$ cat src/rtl/arith_left_shift_seq.sv
// Sequential arithmetic left shifter: one bit per clock, sticky overflow, Start/Done handshake.
// Optional feature: define SATURATE_EN to clamp Out to the signed limit on overflow.
module arith_left_shift_seq #(
  parameter int WIDTH = 8,
  parameter int AMT_W = 3
) (
  input  logic             Clk,
  input  logic             Rst_n,
  input  logic             Start,
  input  logic [WIDTH-1:0] In1,
  input  logic [AMT_W-1:0] Amount,
  output logic             Busy,
  output logic             Done,
  output logic [WIDTH-1:0] Out,
  output logic             Ovf
);

  // state   | meaning
  // S_IDLE  | waiting for Start; Out/Ovf hold the last result
  // S_SHIFT | shifting acc left one bit per cycle, cnt counts down to 1
  // S_DONE  | Out/Ovf valid, Done pulses for one cycle
  typedef enum logic [1:0] {
    S_IDLE  = 2'd0,
    S_SHIFT = 2'd1,
    S_DONE  = 2'd2
  } state_t;

  state_t           state, state_next;
  logic [WIDTH-1:0] acc, acc_next;
  logic [AMT_W-1:0] cnt, cnt_next;
  logic             ovf_acc, ovf_acc_next;
  logic             step_ovf;
  logic             load;
  logic [WIDTH-1:0] result;

`ifdef SATURATE_EN
  logic             sign, sign_next;
  logic [WIDTH-1:0] sat_val;
`endif

  always_ff @(posedge Clk) begin
    if (!Rst_n) begin
      state <= S_IDLE;
    end else begin
      state <= state_next;
    end
  end

  always_comb begin
    state_next   = state;
    acc_next     = acc;
    cnt_next     = cnt;
    ovf_acc_next = ovf_acc;
    load         = 1'b0;
    Busy         = 1'b0;
    Done         = 1'b0;
    // Overflow is judged on the operand before it moves: a sign change about to happen.
    step_ovf     = acc[WIDTH-1] ^ acc[WIDTH-2];
`ifdef SATURATE_EN
    sign_next    = sign;
`endif
    unique case (state)
      S_IDLE: begin
        if (Start) begin
          acc_next     = In1;
          cnt_next     = Amount;
          ovf_acc_next = 1'b0;
`ifdef SATURATE_EN
          sign_next    = In1[WIDTH-1];
`endif
          if (Amount == '0) begin
            state_next = S_DONE;
            load       = 1'b1;
          end else begin
            state_next = S_SHIFT;
          end
        end
      end
      S_SHIFT: begin
        Busy         = 1'b1;
        acc_next     = {acc[WIDTH-2:0], 1'b0};
        cnt_next     = cnt - AMT_W'(1);
        ovf_acc_next = ovf_acc | step_ovf;
        if (cnt == AMT_W'(1)) begin
          state_next = S_DONE;
          load       = 1'b1;
        end
      end
      S_DONE: begin
        Busy       = 1'b1;
        Done       = 1'b1;
        state_next = S_IDLE;
      end
      default: begin
        state_next = S_IDLE;
      end
    endcase
  end

  // Result is registered on entry to DONE so Out/Ovf are already valid while Done is high.
`ifdef SATURATE_EN
  always_comb begin
    sat_val = sign_next ? {1'b1, {(WIDTH-1){1'b0}}} : {1'b0, {(WIDTH-1){1'b1}}};
    result  = ovf_acc_next ? sat_val : acc_next;
  end

  always_ff @(posedge Clk) begin
    if (!Rst_n) begin
      sign <= 1'b0;
    end else begin
      sign <= sign_next;
    end
  end
`else
  always_comb begin
    result = acc_next;
  end
`endif

  always_ff @(posedge Clk) begin
    if (!Rst_n) begin
      acc     <= '0;
      cnt     <= '0;
      ovf_acc <= 1'b0;
      Out     <= '0;
      Ovf     <= 1'b0;
    end else begin
      acc     <= acc_next;
      cnt     <= cnt_next;
      ovf_acc <= ovf_acc_next;
      if (load) begin
        Out <= result;
        Ovf <= ovf_acc_next;
      end
    end
  end

endmodule

$ cat config.mk
export PLATFORM = sky130hd
export DESIGN_NAME = arith_left_shift_seq
export DESIGN_NICKNAME = d
export VERILOG_FILES = /design/src/rtl/arith_left_shift_seq.sv
export SDC_FILE = /design/constraint.sdc
export NUM_CORES = 1
export LEC_CHECK = 0
export BUFFER_PORTS_ARGS = -buffer_cell sky130_fd_sc_hd__buf_2
export CAP_MARGIN = 5
export CORE_MARGIN = 2
export CORE_UTILIZATION = 25
export DETAILED_ROUTE_END_ITERATION = 16
export PLACE_DENSITY = 0.51
export SETUP_SLACK_MARGIN = 0.2
export SKIP_CTS_REPAIR_TIMING = 1
export SLEW_MARGIN = 20
export SYNTH_ARGS = -nofsm -noshare
export SYNTH_HDL_FRONTEND = slang
export SYNTH_SLANG_ARGS = --single-unit
$ cat constraint.sdc
create_clock -name Clk -period 1.65 [get_ports Clk]
set_input_delay 0.0825 -clock Clk [delete_from_list [all_inputs] [get_ports Clk]]
set_output_delay 0.0825 -clock Clk [all_outputs]
set_load 0.03 [all_outputs]
==> impl_metrics.toml, run 1 <==
[sta]
rsz0062_at_grt = "true"
max_slew_margin_pct = 75.46
finalMaxSlewViolations = 0
fmax_ghz = 0.7033
setup_viol = 0
tightest_slew_ps = 368.1
fin_crit_sh_pct = 86.18
final_hold_viol_count = 0
setup-tns-final_ps = 0
fin_skew_ps = 2.468
min_period_ps = 1422

[pwr]
p_int_w = 0.0009881
pwr-share-comb_pct = 31.6
p_sw_share_pct = 32.59
max-vdd-ir-drop_v = 0.0005183
static-leakage-power_nw = 0.6434
p_per_area_nw_per_um2 = 941.8
switchingPower_w = 0.0004778
pwr-share-seq_pct = 44.4
pwr-share-clk_pct = 24.0

[clocking]
path_clk_slew_ps = 80
cts.sinks = 23
cts_tree = "done"
cts_buffer_depth = 2
cts_max_level = 1
cts_inserted_buffers = 3
cts_root_buffer = "clkbuf_8"
clk_latency_ps = 270

[min_path]
hp-class = "in2reg"

[global_routing]
gr-total-overflow = 0
first_global_vias = 1011
grt_max_degree = 24
track_usage_pct = 10.90
antenna_found_initial = 0
grt_pass1_wl_microns = 4491

[worst_setup_path]
start_kind = "flip-flop"
cp_top_family = "buffers and inverters"
critPathRequiredTime_ps = 1810
worst_path_max_delay_cell = "dfxtp_2"
critical_path_peak_fanout = 8
crit_buf_inv = 4
arrival_ps = 1580
worst-setup-path-type = "reg2reg"
critPathMaxStageDelay_ps = 340
crit_top_cell = "inv_4"
crit_chain = "inv_4 -> ha_4 -> inv_4 -> o32ai_4 -> clkbuf_16 -> buf_6 -> a21oi_2"
end_kind = "flip-flop"

[finish]
nFillCells = 448
layout_common_cells = "buf_2 (24), dfxtp_1 (19), a21oi_1 (16), nor2b_1 (12)"
n_antenna_cell = 0
area_growth_pct = 33.33
drive_gt1_share_pct = 46.15
finish.utilization_pct = 35.26
final_common_cell = "buf_2"
fin_nets = 176

[logic_synthesis]
synth_cells = 123
synth_ff_type = "dfxtp_1"
async_flop_share_pct = 0
synth_cell_types = 32
synth_seq_cells = 23
synth_warnings = 0
ys_seq_area_share_pct = 39.44
synth-edff-count = 0
avgSynthCellArea_sq_um = 9.491
syn_area_sq_um = 1167
synth_fp_nets = 142

[drt]
viasPerCell = 4.726
drtIter0Drc = 20
routed_wl_microns = 2653
num_vias = 983
ant_nets = 0
wl_met1_microns = 1208
wl_per_cell_microns = 12.75
drc_errors = 0
highest_layer = "met4"
firstDrtPassIters = 4
met3WireLength_microns = 116
wl_met2_microns = 1271

[outcome]
status = "complete, no violations"

[floorplanning]
die_y_microns = 72.34
core_area_sq_um = 4414
ios = 25
die_w_microns = 72.34
initial_core_util_pct = 26.45
rows = 24
dieArea_sq_um = 5232

[run]
drv_cap = 0

[placed_design]
routabilityCongestion = 0.7289
dp_hpwl_microns = 1906
portBuffers = 24
[power groups by stage]
stage | Sequential (W) | Combinational [W] | Clock [W]
floorplan | 0.000680 | 0.000262 | 0
global placement | 0.000653 | 0.000383 | 0
detailed placement | 0.000656 | 0.000393 | 0
CTS | 0.000643 | 0.000395 | 0.000374
global route | 0.000659 | 0.000516 | 0.000404
finish | 0.000651 | 0.000463 | 0.000351
[worst paths after layout]
check,from,endpoint,slack [ps],depth (start not counted)
hold / removal,In1[1],acc[1]$_SDFF_PN0_,210,4
hold reg to reg,Out[0]$_SDFFE_PN0P_,Out[0]$_SDFFE_PN0P_,520,2
setup reg to reg,state[1]$_SDFFE_PN0P_,Ovf$_SDFFE_PN0P_,230,7
setup / recovery,state[1]$_SDFFE_PN0P_,Ovf$_SDFFE_PN0P_,230,7
[metrics by stage]
stage | power, W | hold WS [ps] | setup slack, ps | instances | cell area [sq um]
final | 0.001466 | 208.8 | 228.1 | 208 | 1556
after global routing | 0.001580 | 223.3 | 140.0 | 208 | 1556
after CTS | 0.001412 | 210.1 | 63.02 | 201 | 1396
after detailed placement | 0.001049 | 497.1 | 94.47 | 197 | 1350
after global placement | 0.001037 | 487.7 | 181.6 | 197 | 1350
after floorplan | 0.0009418 | 210.7 | 215.6 | 123 | 1167
[registers in the layout (all words and copies together), names as in the netlist]
name	flops
Out	8
acc	8
cnt	3
state	2
Ovf	1
ovf_acc	1
[synth_stat cells, drive strengths merged (2+ instances only)]
cell type | instances | area, sq um
buf | 6 | 48.79
a22o | 7 | 61.31
mux2 | 8 | 90.09
a21oi | 22 | 113.9
dfxtp | 23 | 460.4
a211oi | 2 | 15.01
nor2b | 12 | 75.07
nor2 | 3 | 13.77
o21a | 3 | 22.52
inv | 8 | 30.03
ha | 5 | 62.56
o21ai | 11 | 58.81
[worst min-delay path, stage by stage]
cell and delay [ps]:
buf_2 70, mux2_2 140, a21oi_2 60, nor2b_1 90
[logic make-up (layout without fill, tap and decap cells)]
family                   Yosys count  in the layout  synth area share, %
multiplexers                       9              9                8.575
flip-flops                        23             23                39.44
adder cells (fa/ha/maj)            5              5                5.359
XOR/XNOR                           1              1               0.7504
AO/OA/AOI/OAI                     50             50                28.19
buffers and inverters             15             48                7.073
AND/OR/NAND/NOR                   20             20                10.61
[per-layer routing]
| metal | vias to the layer above | GRT usage (%) |
|---|---|---|
| li1 | 501 | - |
| met1 | 459 | 13.38 |
| met2 | 18 | 17.33 |
| met3 | 5 | 2.639 |
| met4 | 0 | 6.289 |
| met5 | - | 0 |
[final cells by class]
cell class	count	area, sq um	share of cell area [%]
Timing Repair Buffer	36	247.7	15.92
Inverter	8	35.03	2.251
Tap cell	52	65.06	4.180
Sequential cell	23	465.4	29.90
Multi-Input combinational cell	85	696.9	44.77
Clock buffer	3	41.29	2.653
Clock inverter	1	5.005	0.3215
Note: power is estimated with default switching activity, not from simulation.
==> run 2: changes to the inputs <==
--- a/config.mk
+++ b/config.mk
@@ -7,10 +7,12 @@
 export LEC_CHECK = 0
 export BUFFER_PORTS_ARGS = -buffer_cell sky130_fd_sc_hd__buf_2
 export CAP_MARGIN = 5
+export CELL_PAD_IN_SITES_DETAIL_PLACEMENT = 1
+export CELL_PAD_IN_SITES_GLOBAL_PLACEMENT = 1
 export CORE_MARGIN = 2
 export CORE_UTILIZATION = 25
 export DETAILED_ROUTE_END_ITERATION = 16
-export PLACE_DENSITY = 0.51
+export PLACE_DENSITY = 0.61
 export SETUP_SLACK_MARGIN = 0.2
 export SKIP_CTS_REPAIR_TIMING = 1
 export SLEW_MARGIN = 20
==> run 2 against run 1 <==
Core utilization rose by 0.77 points. Register-to-register slack barely moved. Clock power rose by 3%. Power rose by 2.9%. First-iteration DRC count rose by 30%. Combinational power rose by 6.9%. Largest cell class unchanged. Largest power group unchanged. Highest routed layer unchanged.
==> impl_metrics.toml, run 2 (synthesis gave the netlist of run 1 again) <==
[outcome]
status = "complete, no violations"

[drt]
viasPerCell = 4.856
drc_errors = 0
num_vias = 1015
ant_nets = 0
firstDrtPassIters = 4
drtIter0Drc = 26
wl_per_cell_microns = 14.91
routed_wl_microns = 3117

[sta]
final_hold_viol_count = 0
setup_viol = 0
min_period_ps = 1417
fmax_ghz = 0.7055
setup-tns-final_ps = 0
max_slew_margin_pct = 74.53
fin_crit_sh_pct = 85.91
tightest_slew_ps = 382.0
finalMaxSlewViolations = 0
rsz0062_at_grt = "true"
fin_skew_ps = 5.213

[placed_design]
dp_hpwl_microns = 2089
routabilityCongestion = 0.7325
portBuffers = 24

[global_routing]
first_global_vias = 1011
grt_max_degree = 24
gr-total-overflow = 0
antenna_found_initial = 0
track_usage_pct = 11.40
grt_pass1_wl_microns = 4747

[pwr]
pwr-share-seq_pct = 43.2
switchingPower_w = 0.0005082
p_per_area_nw_per_um2 = 948.9
static-leakage-power_nw = 0.6585
max-vdd-ir-drop_v = 0.0005237
pwr-share-clk_pct = 23.9
pwr-share-comb_pct = 32.8
p_sw_share_pct = 33.68
p_int_w = 0.001001

[finish]
nFillCells = 502
finish.utilization_pct = 36.03
n_antenna_cell = 0
drive_gt1_share_pct = 47.13
reg_top3 = "Out (8), acc (8), cnt (3)"
final_common_cell = "buf_2"
area_growth_pct = 36.23
layout_common_cells = "buf_2 (24), dfxtp_1 (20), a21oi_1 (18), nor2b_1 (12)"
fin_nets = 177

[floorplanning]
ios = 25
die_y_microns = 72.34
die_w_microns = 72.34
dieArea_sq_um = 5232
rows = 24
core_area_sq_um = 4414
initial_core_util_pct = 26.45

[clocking]
cts_max_level = 1
clk_latency_ps = 270
path_clk_slew_ps = 90
cts.sinks = 23
cts_inserted_buffers = 3
cts_tree = "done"
cts_root_buffer = "clkbuf_8"
cts_buffer_depth = 2

[min_path]
hp-class = "in2reg"
min_path_cells = 3

[worst_setup_path]
critical_path_peak_fanout = 4
arrival_ps = 1620
critPathRequiredTime_ps = 1850
r2r.worst_path.cells = 8
end_kind = "flip-flop"
worst-setup-path-type = "reg2reg"
start_kind = "flip-flop"

[run]
drv_cap = 0
==> run 2: changes by cell type in the layout (fill, tap and decap cells not counted), sizes merged <==
cell	change
clkbuf	+1
==> run 2: layout make-up <==
cell class / instances / area, sq um / share of cell area [%]
flip-flops and latches: 23 / 464.2 / 29.19
clock buffers: 3 / 41.29 / 2.596
well taps: 52 / 65.06 / 4.091
inverters: 8 / 35.03 / 2.203
clock inverters: 1 / 5.005 / 0.3147
repair buffers: 37 / 272.8 / 17.15
multi-input cells: 85 / 706.9 / 44.45
==> run 2: metal layers <==
metal / GRT usage (%) / part of all wire, %
met5: 0 / 0
met2: 18.25 / 47
met4: 3.774 / 1.7
met3: 2.361 / 3.3
met1: 15.28 / 48
==> run 2: power groups by stage <==
stage          clock [W]  combinational [W]  sequential (W)
5_1_grt         0.000405           0.000543        0.000660
6_report        0.000361           0.000495        0.000652
4_1_cts         0.000369           0.000401        0.000645
2_1_floorplan          0           0.000262        0.000680
3_5_place_dp           0           0.000398        0.000657
3_3_place_gp           0           0.000389        0.000654
==> run 2: through the flow <==
| step | setup slack (ps) | power, W | instance area, sq um | instances | hold WS [ps] |
|---|---|---|---|---|---|
| after floorplan | 215.6 | 0.0009418 | 1167 | 123 | 210.7 |
| after global placement | 167.4 | 0.001042 | 1350 | 197 | 486.3 |
| after detailed placement | 40.05 | 0.001055 | 1350 | 197 | 493.5 |
| after CTS | 1.722 | 0.001415 | 1396 | 201 | 214.9 |
| after global routing | 138.9 | 0.001607 | 1590 | 209 | 243.0 |
| final | 232.6 | 0.001509 | 1590 | 209 | 218.1 |
==> run 2: final timing paths <==
| path | start | to | slack (ps) |
|---|---|---|---|
| worst max-delay path | state[1]$_SDFFE_PN0P_ | Out[2]$_SDFFE_PN0P_ | 230 |
| worst min-delay path | Rst_n | Ovf$_SDFFE_PN0P_ | 220 |
| worst max register to register | state[1]$_SDFFE_PN0P_ | Out[2]$_SDFFE_PN0P_ | 230 |
| worst min register to register | cnt[1]$_SDFFE_PN0P_ | cnt[1]$_SDFFE_PN0P_ | 520 |
==> run 2: worst max-delay path: stages (launching register included) <==
cell       delay [ps]
dfxtp_2           340
inv_4              80
ha_4              170
inv_4              50
o32ai_4           250
buf_6             160
clkbuf_16         140
o21ai_2            50
a21oi_1           120
